`config.mk`:
```
export PLATFORM = sky130hd
export DESIGN_NAME = inst_prefetch_queue
export DESIGN_NICKNAME = d
export VERILOG_FILES = /design/src/rtl/inst_prefetch_queue.sv
export SDC_FILE = /design/constraint.sdc
export NUM_CORES = 1
export LEC_CHECK = 0
export BUFFER_PORTS_ARGS = -buffer_cell sky130_fd_sc_hd__buf_2
export CORE_MARGIN = 4
export CORE_UTILIZATION = 50
export CTS_CLUSTER_DIAMETER = 100
export CTS_CLUSTER_SIZE = 25
export DETAILED_ROUTE_END_ITERATION = 7
export GPL_TIMING_DRIVEN = 0
export PLACE_DENSITY = 0.71
export SLEW_MARGIN = 15
export SYNTH_ARGS = -nofsm -noshare
export SYNTH_HDL_FRONTEND = slang
export SYNTH_SLANG_ARGS = --single-unit
```
`constraint.sdc`:
```
create_clock -name clk -period 8.13 [get_ports clk]
set_clock_uncertainty 0.1 [all_clocks]
set_input_delay 0 -clock clk [delete_from_list [all_inputs] [get_ports clk]]
set_output_delay 0 -clock clk [all_outputs]
set_load 0.01 [all_outputs]
```
`src/rtl/inst_prefetch_queue.sv`:
```
// inst_prefetch_queue: instruction prefetch FIFO with branch redirect and a single outstanding memory read.
// Defining IPQ_FLUSH_COUNT_EN adds a saturating 16-bit redirect counter on flush_cnt.
module inst_prefetch_queue #(
    parameter int          DEPTH    = 4,
    parameter logic [31:0] RESET_PC = 32'h0000_0000
) (
    input  logic                   clk,
    input  logic                   rst,
    input  logic                   flush,
    input  logic [31:0]            flush_pc,
    output logic                   mem_req,
    output logic [31:0]            mem_addr,
    input  logic                   mem_ack,
    input  logic [31:0]            mem_rdata,
    output logic                   ir_valid,
    output logic [31:0]            ir_data,
    output logic [31:0]            ir_pc,
    input  logic                   ir_ready,
    output logic [$clog2(DEPTH):0] count,
    output logic [15:0]            flush_cnt
);
    localparam int AW = $clog2(DEPTH);
    localparam logic [AW:0] FULL = (AW+1)'(DEPTH);
    typedef enum logic [1:0] {IDLE, FETCH, HOLD, DISCARD} state_t;
    state_t state, state_n;
    logic [31:0] fetch_pc, disc_addr;
    logic [AW-1:0] head, tail;
    logic [31:0] q_data [DEPTH];
    logic [31:0] q_pc [DEPTH];
    logic push, pop;
    logic [AW:0] count_n;
    assign ir_valid = count != '0;
    assign ir_data  = q_data[head];
    assign ir_pc    = q_pc[head];
    assign push     = state == FETCH && mem_ack && !flush;
    assign pop      = ir_valid && ir_ready && !flush;
    assign count_n  = flush ? '0 : count + (AW+1)'(push) - (AW+1)'(pop);
    always_comb begin
        state_n  = state;
        mem_req  = state == FETCH || state == DISCARD;
        mem_addr = state == DISCARD ? disc_addr : fetch_pc;
        case (state)
            IDLE:    state_n = FETCH;
            // a flush without ack leaves a read in flight whose data must be dropped
            FETCH:   state_n = flush && !mem_ack ? DISCARD : push && count_n == FULL ? HOLD : FETCH;
            HOLD:    state_n = count < FULL ? FETCH : HOLD;
            DISCARD: state_n = mem_ack ? FETCH : DISCARD;
        endcase
    end
    always_ff @(posedge clk or negedge rst) begin
        if (!rst) begin
            state     <= IDLE;
            fetch_pc  <= RESET_PC;
            disc_addr <= RESET_PC;
            head      <= '0;
            tail      <= '0;
            count     <= '0;
        end else begin
            state     <= state_n;
            fetch_pc  <= flush ? flush_pc & 32'hFFFF_FFFC : push ? fetch_pc + 32'd4 : fetch_pc;
            disc_addr <= state == FETCH && flush && !mem_ack ? fetch_pc : disc_addr;
            count     <= count_n;
            head      <= flush ? '0 : head + AW'(pop);
            tail      <= flush ? '0 : tail + AW'(push);
        end
    end
    always_ff @(posedge clk) begin
        if (push) begin
            q_data[tail] <= mem_rdata;
            q_pc[tail]   <= fetch_pc;
        end
    end
`ifdef IPQ_FLUSH_COUNT_EN
    always_ff @(posedge clk or negedge rst) begin
        if (!rst) flush_cnt <= '0;
        else if (flush && flush_cnt != 16'hFFFF) flush_cnt <= flush_cnt + 16'd1;
    end
`else
    assign flush_cnt = '0;
`endif
endmodule

```
==> results.yml <==
status:
  status: "complete, no violations"
floorplanning:
  core_um2: 25110
  start_util: 0.5076
  dieWidth_um: 167.7
  pin_count: 186
  placementRows: 58
  die_area_um2: 28110
  die_h_um: 167.7
worst_setup_path:
  critPathCapture: "ir_data[1]"
  worstPathMaxFanout: 10
  critPathSlowestCell: "buf_1"
  crit_buf_inv: 3
  critPathRequiredTime_ps: 8030
  reg2reg_depth: 10
  rrSetupSlack_ps: 5400
  cp-end-kind: "output port"
  crit_chain: "clkbuf_1 > buf_1 > mux4_2 > buf_2"
  arrival_ps: 2850
  crit_start: "head[0]"
  crit_family: "buffers and inverters"
  timing.rr.start: "count[2]"
  max_stage_delay_ps: 710
  worst-setup-path-type: "flop to output port"
  crit_path_start_kind: "flop"
  r2r_end: "state[1]"
  path_depth: 4
final_layout:
  area_growth_pct: 22.16
  drive_gt1_frac: 0.3599
  multi_input_area_um2: 3319
  final_util: 0.6200
  fill_cells: 1839
  final_nets: 1057
  num_antenna_cells: 0
  seq_area_um2: 9174
timing:
  finalHoldViolations: 0
  finalSetupViolations: 0
  tightest_slew_ps: 862.3
  rsz0062_at_grt: "false"
  drv_slew: 0
  layout_min_cycle_time_ps: 2955
  relSlewSlack: 0.4251
  min_period_over_period: 0.3634
  max_freq_mhz: 338.5
synthesis:
  syn_area_um2: 12740
  synth_edf_count: 248
  netlist.top_cell.by_area: "edfxtp_1"
  ys_warn_count: 0
  yosys_register_bits: 317
  yosysSeqAreaShare: 0.7198
  syn_area_per_cell_um2: 18.52
  synth_cell_types: 45
  ys.flop_type: "edfxtp_1"
  yosys-top-cells-area: "edfxtp_1 (58%), dfrtp_1 (14%), mux4_2 (11%)"
  syn_inst: 688
  synthArstFlopShare: 0.2177
  synth_top_cell_area_share: 0.5843
power:
  p_comb_frac: 0.216
  clkPwrFrac: 0.240
  p_sw_frac: 0.2601
  ir_drop_v: 0.0001530
  power.leakage_nw: 5.583
  p_int_mw: 2.713
  power.density_nw_per_um2: 235.5
  power_frac_seq: 0.545
  totalPowerFinal_mw: 3.666
  power_switching_mw: 0.9536
drt:
  routedWlPerCell_um: 20.44
  viasPerCell: 5.459
  drt-pass1-iter-count: 5
  wl_mm: 27.03
  vias: 7217
  route.detailed.drc: 0
  postRouteAntennaNets: 0
  drt_iter0_drc: 629
clock_tree:
  path_clk_slew_ps: 100
  cts_num_sinks: 317
  worst_skew_pair.late_latency_ps: 510
  clock_path_buffers: 3
  cts_inserted_buffers: 16
  cts_tree: "built"
  cts_resized: 0
  htree_levels: 1
  post_cts_buffers: 0
  root_buffer: "clkbuf_16"
global_route:
  grt-ovfl-total: 0
  grt_antenna_before_repair: 0
  grt_pass1_vias: 7408
  grt_max_degree: 45
  grt_first_pass_wirelength_mm: 42.35
  grt_usage: 0.1923
job:
  maxCapViolCount: 0
placed_design:
  place_congestion: 0.8382
  numPortBuffers: 162
  dp_hpwl_mm: 18.40
worst_hold_path:
  hold_class: "input port to flop"
[through the flow]
stage / setup WS (ps) / instance area [µm²] / setup TNS (ps) / cells / hold slack, ps
global route: 4906 / 15570 / 0 / 1322 / 82.11
detailed placement: 5260 / 14360 / 0 / 1221 / -152.9
global placement: -1758 / 14040 / -179390 / 1199 / 116.5
finish: 5175 / 15570 / 0 / 1322 / 62.87
floorplan: 2088 / 12820 / 0 / 707 / -395.6
CTS: 5012 / 15570 / 0 / 1322 / 25.35
[cells in the final DEF (no fill, tap or decap), types with 2 or more instances in the layout]
| master | n |
|---|---|
| nand2b_1 | 2 |
| buf_4 | 29 |
| inv_1 | 13 |
| buf_6 | 10 |
| and4_1 | 4 |
| nor2_1 | 22 |
| a31oi_1 | 13 |
| and3_1 | 2 |
| or4_1 | 12 |
| nand4_1 | 4 |
| o31ai_1 | 10 |
| o21ai_0 | 16 |
| or3_1 | 7 |
| xor2_1 | 2 |
| buf_2 | 164 |
| a22oi_1 | 2 |
| o31a_1 | 2 |
| o211ai_1 | 4 |
| buf_1 | 5 |
| dlygate4sd3_1 | 72 |
| mux2_2 | 60 |
| nand2_1 | 24 |
| nand3_1 | 9 |
| nor3_1 | 2 |
| buf_16 | 4 |
| buf_12 | 2 |
| xnor2_1 | 10 |
| conb_1 | 20 |
| mux4_2 | 62 |
| nor2b_1 | 5 |
| edfxtp_1 | 248 |
| dfrtp_1 | 69 |
| clkbuf_1 | 37 |
| nor4_1 | 6 |
| ha_1 | 5 |
| clkbuf_16 | 17 |
[tightest hold or removal path, stage by stage]
cell and delay [ps]:
clkbuf_1 240, nor2b_1 220, a22oi_1 90, o211ai_1 80
[cell usage after synthesis, drive strengths merged, types with 7 or more instances]
cell type and count:
edfxtp 248, dfrtp 69, mux4 62, mux2 60, buf 29, clkbuf 27
nand2 24, nor2 23, o21ai 16, a31oi 13, inv 13, or4 13
o31ai 10, xnor2 10, nand3 9, or3 7
[cell type report]
class,count,share of cell area
buffer,56,0.01905
clock buffer,27,0.02974
clock inverter,1,0.0005626
inverter,13,0.003134
multi-input combinational,321,0.2132
sequential,317,0.5892
tap,330,0.02652
timing repair buffer,257,0.1185
[power groups by stage]
| stage | clock, mW | combinational [mW] | sequential (mW) |
|---|---|---|---|
| after floorplan | 0 | 0.494 | 2.01 |
| after global placement | 0 | 0.740 | 2.04 |
| after detailed placement | 0 | 0.770 | 2.03 |
| after CTS | 0.905 | 0.804 | 2.00 |
| after global routing | 0.973 | 0.860 | 2.02 |
| final | 0.879 | 0.791 | 2.00 |
[kinds of logic after synthesis]
kind of cell,synth area share
compound gates,0.02494
other cells,0.0002942
fa+ha+maj,0.006480
flops,0.7198
mux,0.1634
xor+xnor,0.01001
buf+inv,0.02710
simple gates,0.04801
[registers in the layout, summed over array words and instances (netlist names)]
name and flops:
tail 2, q_data 128, fetch_pc 30, disc_addr 30, state 2, head 2, count 3, q_pc 120
[worst min path at each step]
stage | end | startpoint | cells past startpoint | slack (ps)
global placement | q_data[1][25] | mem_rdata[25] | 1 | 120
CTS | fetch_pc[28] | flush | 4 | 30
finish | fetch_pc[28] | flush | 4 | 60
floorplan | count[0] | rst | 0 | -400
detailed placement | disc_addr[9] | rst | 1 | -150
global route | fetch_pc[28] | flush | 4 | 80
[repair_timing]
| action | 4_1_cts | 5_1_grt |
|---|---|---|
| endpoints found under the setup margin | 0 | 0 |
| hold endpoints to repair | 230 | 0 |
| hold buffers | 73 | 0 |
[routing by layer]
layer / wire (µm) / vias up / track usage
met5: 0 / - / 0
met4: 677 / 0 / 0.05293
met3: 1625 / 43 / 0.02738
met2: 13220 / 253 / 0.3133
met1: 11510 / 3649 / 0.2769
li1: - / 3272 / -
No activity file was read; power rests on OpenSTA's default activity.
